## src/rtl/id_hazard_ctrl_pkg.sv

```systemverilog
// id_hazard_ctrl_pkg: shared forwarding encodings and in-flight slot record layout
package id_hazard_ctrl_pkg;
    localparam int REG_AW = 5;
    localparam logic [1:0] FWD_RF  = 2'd0;
    localparam logic [1:0] FWD_EX  = 2'd1;
    localparam logic [1:0] FWD_MEM = 2'd2;
    localparam logic [1:0] FWD_WB  = 2'd3;
    typedef struct packed {
        logic              valid;
        logic [REG_AW-1:0] rd;
        logic              is_load;
    } slot_t;
    localparam int SLOT_W = $bits(slot_t);
endpackage

```

## src/rtl/id_hazard_ctrl_hazard_slot.sv

```systemverilog
// hazard_slot: one in-flight pipeline entry with its write-qualify and source-match logic
module hazard_slot
    import id_hazard_ctrl_pkg::*;
(
    input  logic              clk,
    input  logic              rst,
    input  logic [SLOT_W-1:0] slot_in,
    input  logic [REG_AW-1:0] rs1_addr,
    input  logic [REG_AW-1:0] rs2_addr,
    input  logic              uses_rs1,
    input  logic              uses_rs2,
    output logic [SLOT_W-1:0] slot_out,
    output logic              writes,
    output logic              match_rs1,
    output logic              match_rs2
);
    slot_t slot_d, slot_q;
    always_comb begin
        slot_d    = slot_t'(slot_in);
        slot_out  = slot_q;
        writes    = slot_q.valid && (slot_q.rd != '0);
        match_rs1 = writes && uses_rs1 && (rs1_addr == slot_q.rd);
        match_rs2 = writes && uses_rs2 && (rs2_addr == slot_q.rd);
    end
    always_ff @(posedge clk) begin
        if (rst) slot_q <= '0;
        else     slot_q <= slot_d;
    end
endmodule

```

## src/rtl/id_hazard_ctrl.sv

```systemverilog
// id_hazard_ctrl: decode-stage load-use stall, operand forwarding select and bubble insertion
module id_hazard_ctrl
    import id_hazard_ctrl_pkg::*;
#(
    parameter int STALL_CNT_W = 16
) (
    input  logic                   clk,
    input  logic                   rst,
    input  logic                   id_valid,
    input  logic [4:0]             id_rs1_addr,
    input  logic [4:0]             id_rs2_addr,
    input  logic                   id_uses_rs1,
    input  logic                   id_uses_rs2,
    input  logic [4:0]             id_rd_addr,
    input  logic                   id_writes_rd,
    input  logic                   id_is_load,
    input  logic                   flush,
    output logic                   stall,
    output logic                   issue,
    output logic [1:0]             fwd_rs1_sel,
    output logic [1:0]             fwd_rs2_sel,
    output logic [31:0]            busy_map,
    output logic [STALL_CNT_W-1:0] stall_count
);
    slot_t slot_i [3];
    slot_t slot_o [3];
    logic [2:0] wr, m1, m2;
    logic hazard;
    logic [STALL_CNT_W-1:0] stall_count_d, stall_count_q;
    // slot 0 = EX, 1 = MEM, 2 = WB; each shifts into the next every cycle
    for (genvar i = 0; i < 3; i++) begin : g_slot
        hazard_slot u_slot (
            .clk       (clk),
            .rst       (rst),
            .slot_in   (slot_i[i]),
            .rs1_addr  (id_rs1_addr),
            .rs2_addr  (id_rs2_addr),
            .uses_rs1  (id_uses_rs1),
            .uses_rs2  (id_uses_rs2),
            .slot_out  (slot_o[i]),
            .writes    (wr[i]),
            .match_rs1 (m1[i]),
            .match_rs2 (m2[i])
        );
    end
    always_comb begin
        hazard        = id_valid && slot_o[0].is_load && (m1[0] || m2[0]);
        stall         = hazard && !flush;
        issue         = id_valid && !stall && !flush;
        slot_i[0]     = '{valid: issue && id_writes_rd, rd: id_rd_addr, is_load: id_is_load};
        slot_i[1]     = slot_o[0];
        slot_i[2]     = slot_o[1];
        fwd_rs1_sel   = m1[0] ? FWD_EX : m1[1] ? FWD_MEM : m1[2] ? FWD_WB : FWD_RF;
        fwd_rs2_sel   = m2[0] ? FWD_EX : m2[1] ? FWD_MEM : m2[2] ? FWD_WB : FWD_RF;
        busy_map      = '0;
        for (int k = 0; k < 3; k++) if (wr[k]) busy_map[slot_o[k].rd] = 1'b1;
        stall_count_d = (stall && stall_count_q != '1) ? stall_count_q + 1'b1 : stall_count_q;
        stall_count   = stall_count_q;
    end
    always_ff @(posedge clk) begin
        if (rst) stall_count_q <= '0;
        else     stall_count_q <= stall_count_d;
    end
endmodule

```

## config.mk

```make
export PLATFORM = sky130hd
export DESIGN_NAME = id_hazard_ctrl
export DESIGN_NICKNAME = d
export VERILOG_FILES = /design/src/rtl/id_hazard_ctrl_pkg.sv /design/src/rtl/id_hazard_ctrl_hazard_slot.sv /design/src/rtl/id_hazard_ctrl.sv
export SDC_FILE = /design/constraint.sdc
export NUM_CORES = 1
export LEC_CHECK = 0
export ABC_AREA = 0
export BUFFER_PORTS_ARGS = -buffer_cell sky130_fd_sc_hd__clkbuf_2
export CORE_ASPECT_RATIO = 1.25
export CORE_MARGIN = 2
export CORE_UTILIZATION = 57
export DETAILED_ROUTE_END_ITERATION = 6
export GPL_TIMING_DRIVEN = 0
export PLACE_DENSITY_LB_ADDON = 0.05
export REMOVE_ABC_BUFFERS = 1
export SLEW_MARGIN = 0
export SYNTH_ARGS = -nofsm -noshare
export SYNTH_HDL_FRONTEND = slang
export SYNTH_HIERARCHICAL = 1
export SYNTH_SLANG_ARGS = --single-unit
```

## constraint.sdc

```tcl
create_clock -name clk -period 4.3 [get_ports clk]
set_input_delay 0.645 -clock clk [delete_from_list [all_inputs] [get_ports clk]]
set_output_delay 0.645 -clock clk [all_outputs]
set_load 0.02 [all_outputs]
```

# Word level (Yosys, flattened, before mapping)
# Index checks and enable logic that the tools add are counted.
# W data, S select, Z words.
[totals]
regBits = 35
in_bits = 23
wordCells = 70
[op_classes]
add_sub_neg = 1
order_cmp = 6
bitwise = 2
eq_ne = 7
mux = 15
n_reduce_logical = 31
[ops]
columns = ["op", "count"]
rows = [
  ["$mux W32", 3],
  ["$or A32 B32 Y32", 2],
  ["$eq A5 B5 Y1", 6],
  ["$logic_and A1 B1 Y1", 25],
  ["$lt A5 B6 Y1 const B", 3],
  ["$add A16 B1 Y16 const B", 1],
  ["$ne A16 B16 Y1 const B", 1],
  ["$demux W1 S5", 3],
  ["$ge A5 B1 Y1 const B", 3],
  ["$reduce_bool A5 Y1", 3],
  ["$mux W2", 6],
  ["$mux W1", 3],
  ["$logic_not A1 Y1", 2],
  ["$logic_or A1 B1 Y1", 1],
]

# Depth between registers and ports, before layout
# Gate-level depths: netlist (run 1).
[depth]
word_depth = 11
mapped_depth = 8
mapped_depth_nobuf = 8

# Cells and area by module
# The synthesis (run 1) kept the hierarchy.
[by_module_without_submodules]
columns = ["module", "n_inst", "area_each_um2", "cells_per_inst"]
rows = [
  ["id_hazard_ctrl", 1, 1715.4, 261],
  ["hazard_slot", 3, 321.6, 33],
]

# Least setup slack after synthesis (run 1)
# OpenSTA, ideal clock, no wires.
[synth_path]
kind = "register to output"
start = "reg g_slot[0].u_slot.slot_q (netlist bit g_slot[0].u_slot/slot_out[5])"
end = "out busy_map[27]"
slack_ps = 1706
arrival_time_ps = 1949
stages_incl_launch_ff = 8
required_ps = 3655
path_cell_list = "dfxtp_1 or4_1 o21ai_2 inv_1 and3_1 clkbuf_1 a222oi_1 inv_1"
[synth_via]
elab_cells_between_ends = 12
[synth_rtl]
columns = ["element", "line", "rtl"]
rows = [
  ["start, declared", "id_hazard_ctrl_hazard_slot.sv:17", "slot_t slot_d, slot_q;"],
  ["start signal, assigned", "id_hazard_ctrl_hazard_slot.sv:27", "else slot_q <= slot_d;"],
  ["$reduce_bool A5 Y1 (*)", "id_hazard_ctrl_hazard_slot.sv:21", "writes = slot_q.valid && (slot_q.rd != '0);"],
  ["$logic_and A1 B1 Y1 (*)", "id_hazard_ctrl_hazard_slot.sv:21", ""],
  ["net wr[0]", "id_hazard_ctrl.sv:27", "logic [2:0] wr, m1, m2;"],
  ["$mux W32 (*)", "id_hazard_ctrl.sv:56", "for (int k = 0; k < 3; k++) if (wr[k]) busy_map[slot_o[k].rd] = 1'b1;"],
  ["$or A32 B32 Y32 (no line)", "-", ""],
  ["$mux W32 (*)", "id_hazard_ctrl.sv:56", ""],
  ["$or A32 B32 Y32 (no line)", "-", ""],
  ["$mux W32 (*)", "id_hazard_ctrl.sv:56", ""],
  ["end, declared", "id_hazard_ctrl.sv:22", "output logic [31:0] busy_map,"],
]
# Mark *: on every way through the listed nets, which the timed path passes. The rest lies on a longest branch.

# Worst setup path in the final report (run 1)
[layout_path]
start = "reg g_slot[0].u_slot.slot_q (netlist bit g_slot[0].u_slot/slot_out[3])"
end = "out busy_map[4]"
# The elaborated chain is that of the path after synthesis.

==> flow_summary.toml, run 1 <==
[status]
run_status = "finished with violations"
violations = "design-rule violations"

[worst_hold_path]
min_from = "g_slot[1].u_slot/slot_out[6]$_SDFF_PP0_"
hold_end = "g_slot[2].u_slot/slot_out[6]$_SDFF_PP0_"
hold_depth = 1
hold_path_class = "flip-flop to flip-flop"

[grt]
grt_util_all_layers_pct = 30.0
grt_antenna_before_repair = 0
grt_first_pass_wirelength_mm = 12.5
overflow = 0
grt_max_degree = 37
grt_pass1_vias = 2661

[clocking]
cts_tree = "built"
cts_buffers = 5
cts_num_sinks = 35
ctsHoldBuffers = 0
ctsRootBufferMaster = "clkbuf_8"
cts.reportedPaths.clkPinSlew_ns = 0.07
cts_buffer_depth = 2
insertion_delay_ns = 0.28
post-cts-setup-buffers = 0
ctsResizeCount = 0
cts.htree.levels = 2

[layout]
multi_input_area_um2 = 1860
final_cell_mix = "82 x nand2_1, 76 x clkbuf_2, 35 x dfxtp_1"
fin_cells = 489
drive_above_1_share_pct = 22.3
finalNetCount = 455
regArea_um2 = 701
layout_commonest_cell = "nand2_1"
syn2layout_area_growth_pct = 19.6
n_fill_cell = 405
n_antenna_cell = 0

[route]
vias = 3055
wire_per_inst_um = 15.6
vias_per_cell = 6.25
remaining_drc_errors = 4
wirelength_mm = 7.64
drt_iter0_drc = 413
drt.antenna.violating_nets = 0
drt_pass1_iterations = 7

[die]
core-area_um2 = 4430
die_y_um = 79.9
die-area_um2 = 5170
initial_core_util_pct = 59.4
ioPinCount = 77
die_w_um = 64.7
placementRows = 27

[setup_path]
end_kind = "primary output"
worstSetupPathType = "flip-flop to primary output"
r2r_slack_ns = 1.37
crit_required_ns = 3.65
rr_startpoint = "g_slot[0].u_slot/slot_out[3]$_SDFF_PP0_"
cp-start-kind = "flip-flop"
arrival_ns = 2.77
r2r-end = "stall_count[9]$_SDFFE_PP0P_"
cp_max_fo = 12
ff2ff_path_depth = 7

[sta]
setup_tns_ns = 0
hold_viol = 0
slew_violations = 0
setup_violations = 0
rsz0062_at_grt = "false"
clock_skew_ns = 0.00519
relSlewSlack_pct = 20.9
finalCritPeriodShare_pct = 79.4
layout_min_cycle_time_ns = 3.41
tightest_slew_ns = 1.18
max_freq_mhz = 293

[pwr]
ir_worst_vdd_mv = 0.178
power_density_nw_per_um2 = 209
leakage_nw = 1.40

[logic_synthesis]
synth_area_per_cell_um2 = 7.38
netlist_instances = 356
synth.cell_area_um2 = 2630
ys.warnings.count = 6

[placement]
hpwl_mm = 5.39
portBuffers = 76
placed_cells = 482
gp_congestion = 0.882

[flow_run]
cap_violations = 0
sequential cells by signal, indices dropped and copies added (netlist names):
register,cells
g_slot.u_slot/slot_out,19
stall_count,16
worst max-delay path: stages (launching register included):
cell and delay, ns:
dfxtp_1 0.65, or4_1 0.21, o21ai_2 0.08, inv_1 0.12, nor3b_1 0.90, a22oi_1 0.23, nand2_1 0.13, clkbuf_2 0.17
stage by stage:
step                      utilization (%)  hold slack [ns]  area [um^2]  power, mW  worst slack (ns)
after CTS                            71.0            0.481         3140      0.660             0.971
after global placement               68.7            0.463         3040      0.426              1.22
after global routing                 71.0            0.500         3140      0.683             0.747
final                                71.0            0.480         3140      0.657             0.887
after floorplan                         -            0.456         2590      0.396              1.79
after detailed placement             69.0            0.469         3060      0.429              1.30
final cells by class:
class                   instances  share of cell area (%)
clock inverters                 1                   0.159
multi-input cells             302                    59.1
repair buffers                 77                    12.3
well taps                      58                    2.31
inverters                      10                    1.19
clock buffers                   6                    2.63
flip-flops and latches         35                    22.3
report_power, final:
part	switching [mW]	internal, mW
sequential	0.0200	0.331
clock	0.108	0.126
combinational	0.0364	0.0357
total	0.165	0.492
how the worst max path moves through the flow:
stage	start	end	slack, ns	cells after the start
floorplan	g_slot[0].u_slot/slot_out[5]$_SDFF_PP0_	busy_map[27]	1.79	6
global placement	g_slot[0].u_slot/slot_out[5]$_SDFF_PP0_	busy_map[16]	1.22	7
detailed placement	id_rs2_addr[3]	stall_count[9]$_SDFFE_PP0P_	1.30	8
CTS	g_slot[0].u_slot/slot_out[5]$_SDFF_PP0_	busy_map[16]	0.97	7
global route	g_slot[0].u_slot/slot_out[3]$_SDFF_PP0_	busy_map[28]	0.75	7
finish	g_slot[0].u_slot/slot_out[3]$_SDFF_PP0_	busy_map[4]	0.89	7
routing by layer:
| layer | vias to the layer above | global-route usage (%) | part of all wire (%) |
|---|---|---|---|
| met1 | 1394 | 36.1 | 41 |
| met4 | 0 | 13.0 | 2.7 |
| met3 | 24 | 2.26 | 6.9 |
| met2 | 188 | 54.0 | 50 |
| li1 | 1449 | - | - |
| met5 | - | 0 | 0 |
(Power assumes the default switching activity.)
==> run 2: changes to the inputs <==
--- a/config.mk
+++ b/config.mk
@@ -9,7 +9,7 @@
 export BUFFER_PORTS_ARGS = -buffer_cell sky130_fd_sc_hd__clkbuf_2
 export CORE_ASPECT_RATIO = 1.25
 export CORE_MARGIN = 2
-export CORE_UTILIZATION = 57
+export CORE_UTILIZATION = 48
 export DETAILED_ROUTE_END_ITERATION = 6
 export GPL_TIMING_DRIVEN = 0
 export PLACE_DENSITY_LB_ADDON = 0.05
==> constraint.sdc (replaced) <==
create_clock -name clk -period 2.87 [get_ports clk]
set_input_delay 0.4305 -clock clk [delete_from_list [all_inputs] [get_ports clk]]
set_output_delay 0.4305 -clock clk [all_outputs]
set_load 0.02 [all_outputs]
==> run 2 against run 1 <==
Against the previous run:
- the flow now finishes without violations
- first-iteration DRC count is 24% lower
- register-to-register slack worse by 1.2 ns
- routed wire length is 3.7% higher
- clock-buffer cell count is 2 higher
- clock power is 64% higher
- global-route usage is 4.6 points lower
- non-clock buffer count is 4 higher
- utilization is 10 points lower
- critical path type unchanged
==> flow_summary.toml, run 2 (synthesis gave the netlist of run 1 again) <==
[status]
run_status = "finished clean"

[layout]
n_antenna_cell = 0
postLayoutCoreUtil_pct = 60.7
largest_register_ffs = 19
finalNetCount = 459
drive_above_1_share_pct = 27.5
final_cell_mix = "82 x nand2_1, 76 x clkbuf_2, 30 x a22oi_1, 30 x xnor2_1, 23 x dfxtp_1"
layout_commonest_cell = "nand2_1"
syn2layout_area_growth_pct = 23.9

[pwr]
p_switching_mw = 0.253
p_seq_share_pct = 51.6
p_int_mw = 0.770
ir_worst_vdd_mv = 0.353
sw_frac_of_total_pct = 24.7
power_density_nw_per_um2 = 314
pwr-share-comb_pct = 10.9
leakage_nw = 1.44
p_clk_share_pct = 37.5

[route]
drt_pass1_iterations = 5
wirelength_mm = 7.92
drt_iter0_drc = 313
drt.antenna.violating_nets = 0
vias_per_cell = 6.02
wire_per_inst_um = 15.8
remaining_drc_errors = 0
vias = 3012

[setup_path]
crit_required_ns = 2.44
arrival_ns = 2.36
rr_startpoint = "g_slot[0].u_slot/slot_out[3]$_SDFF_PP0_"
ff2ff_path_depth = 8
end_kind = "primary output"
crit_start = "g_slot[0].u_slot/slot_out[3]$_SDFF_PP0_"
cp-start-kind = "flip-flop"
cp_max_fo = 12
worstSetupPathType = "flip-flop to primary output"
r2r-end = "stall_count[9]$_SDFFE_PP0P_"
r2r_slack_ns = 0.20
crit_path_end = "busy_map[30]"

[die]
die-area_um2 = 6090
placementRows = 30
ioPinCount = 77
die_y_um = 86.7
die_w_um = 70.2
core-area_um2 = 5370
initial_core_util_pct = 49.0

[sta]
setup_ws_ns = 0.0799
rsz0062_at_grt = "false"
setup_violations = 0
max_freq_mhz = 358
clock_skew_ns = 0.00395
finalCritPeriodShare_pct = 97.2
relSlewSlack_pct = 50.8
layout_min_cycle_time_ns = 2.79
tightest_slew_ns = 0.731
hold_viol = 0
slew_violations = 0
whs_ns = 0.350

[grt]
overflow = 0
grt_max_degree = 37
grt_pass1_vias = 2660
grt_util_all_layers_pct = 25.4
grt_first_pass_wirelength_mm = 12.6
grt_antenna_before_repair = 0

[flow_run]
cap_violations = 0

[clocking]
cts.htree.levels = 2
cts_buffer_depth = 2
cts_num_sinks = 35
insertion_delay_ns = 0.28
cts.reportedPaths.clkPinSlew_ns = 0.07
cts_buffers = 5
ctsRootBufferMaster = "clkbuf_8"
cts_tree = "built"

[placement]
hpwl_mm = 5.51
portBuffers = 76
gp_congestion = 0.868
placement.setup.worst_slack_ns = -0.114

[worst_hold_path]
hold_depth = 2
hold_path_class = "input pin to flip-flop"
==> run 2: how the worst min path moves through the flow <==
| stage | slack [ns] | startpoint | end |
|---|---|---|---|
| final | 0.35 | id_is_load | g_slot[0].u_slot/slot_out[0]$_SDFF_PP0_ |
| after global routing | 0.35 | id_rd_addr[2] | g_slot[0].u_slot/slot_out[3]$_SDFF_PP0_ |
| after CTS | 0.34 | id_is_load | g_slot[0].u_slot/slot_out[0]$_SDFF_PP0_ |
| after detailed placement | 0.47 | g_slot[0].u_slot/slot_out[6]$_SDFF_PP0_ | g_slot[1].u_slot/slot_out[6]$_SDFF_PP0_ |
| after global placement | 0.47 | g_slot[0].u_slot/slot_out[6]$_SDFF_PP0_ | g_slot[1].u_slot/slot_out[6]$_SDFF_PP0_ |
| after floorplan | 0.46 | g_slot[0].u_slot/slot_out[6]$_SDFF_PP0_ | g_slot[1].u_slot/slot_out[6]$_SDFF_PP0_ |
==> run 2: timing repair <==
item / in CTS / in global routing
endpoints found under the setup margin: 18 / 7
pin swaps: 2 / 4
hold buffers: 0 / 0
resized for setup: 14 / 11
setup buffers: 1 / 3
==> run 2: layout make-up <==
class / count / area [um^2]
clock buffer: 8 / 100
tap: 64 / 80.1
sequential: 35 / 721
timing repair buffer: 81 / 418
fill: 511 / 2110
multi-input combinational: 302 / 1900
inverter: 10 / 37.5
==> run 2: power groups by stage <==
stage,clock (mW),combinational [mW],sequential (mW)
after floorplan,0,0.0685,0.524
after global placement,0,0.105,0.536
after detailed placement,0,0.108,0.536
after CTS,0.402,0.109,0.526
after global routing,0.427,0.123,0.528
final,0.384,0.111,0.528
==> run 2: per-layer routing <==
| metal | vias to the layer above | GRT usage [%] | wire length, um |
|---|---|---|---|
| li1 | 1454 | - | - |
| met4 | 0 | 11.4 | 178 |
| met3 | 20 | 3.37 | 540 |
| met2 | 156 | 45.0 | 3950 |
| met1 | 1382 | 30.7 | 3250 |
| met5 | - | 0 | 0 |
==> run 2: critical path: stages (launching register included) <==
cell and delay, ns:
dfxtp_2 0.42, or4_1 0.52, o21ai_2 0.18, inv_1 0.10, nand2_1 0.08, nor2_1 0.13
a222oi_1 0.41, inv_1 0.07, clkbuf_2 0.16
==> run 2: stage by stage <==
| stage | instances | setup TNS (ns) | power, mW | cell area, um^2 |
|---|---|---|---|---|
| after floorplan | 347 | 0 | 0.593 | 2590 |
| after global placement | 487 | -0.0807 | 0.641 | 3050 |
| after detailed placement | 488 | -0.343 | 0.644 | 3060 |
| after CTS | 497 | 0 | 1.04 | 3200 |
| after global routing | 500 | 0 | 1.08 | 3260 |
| final | 500 | 0 | 1.02 | 3260 |
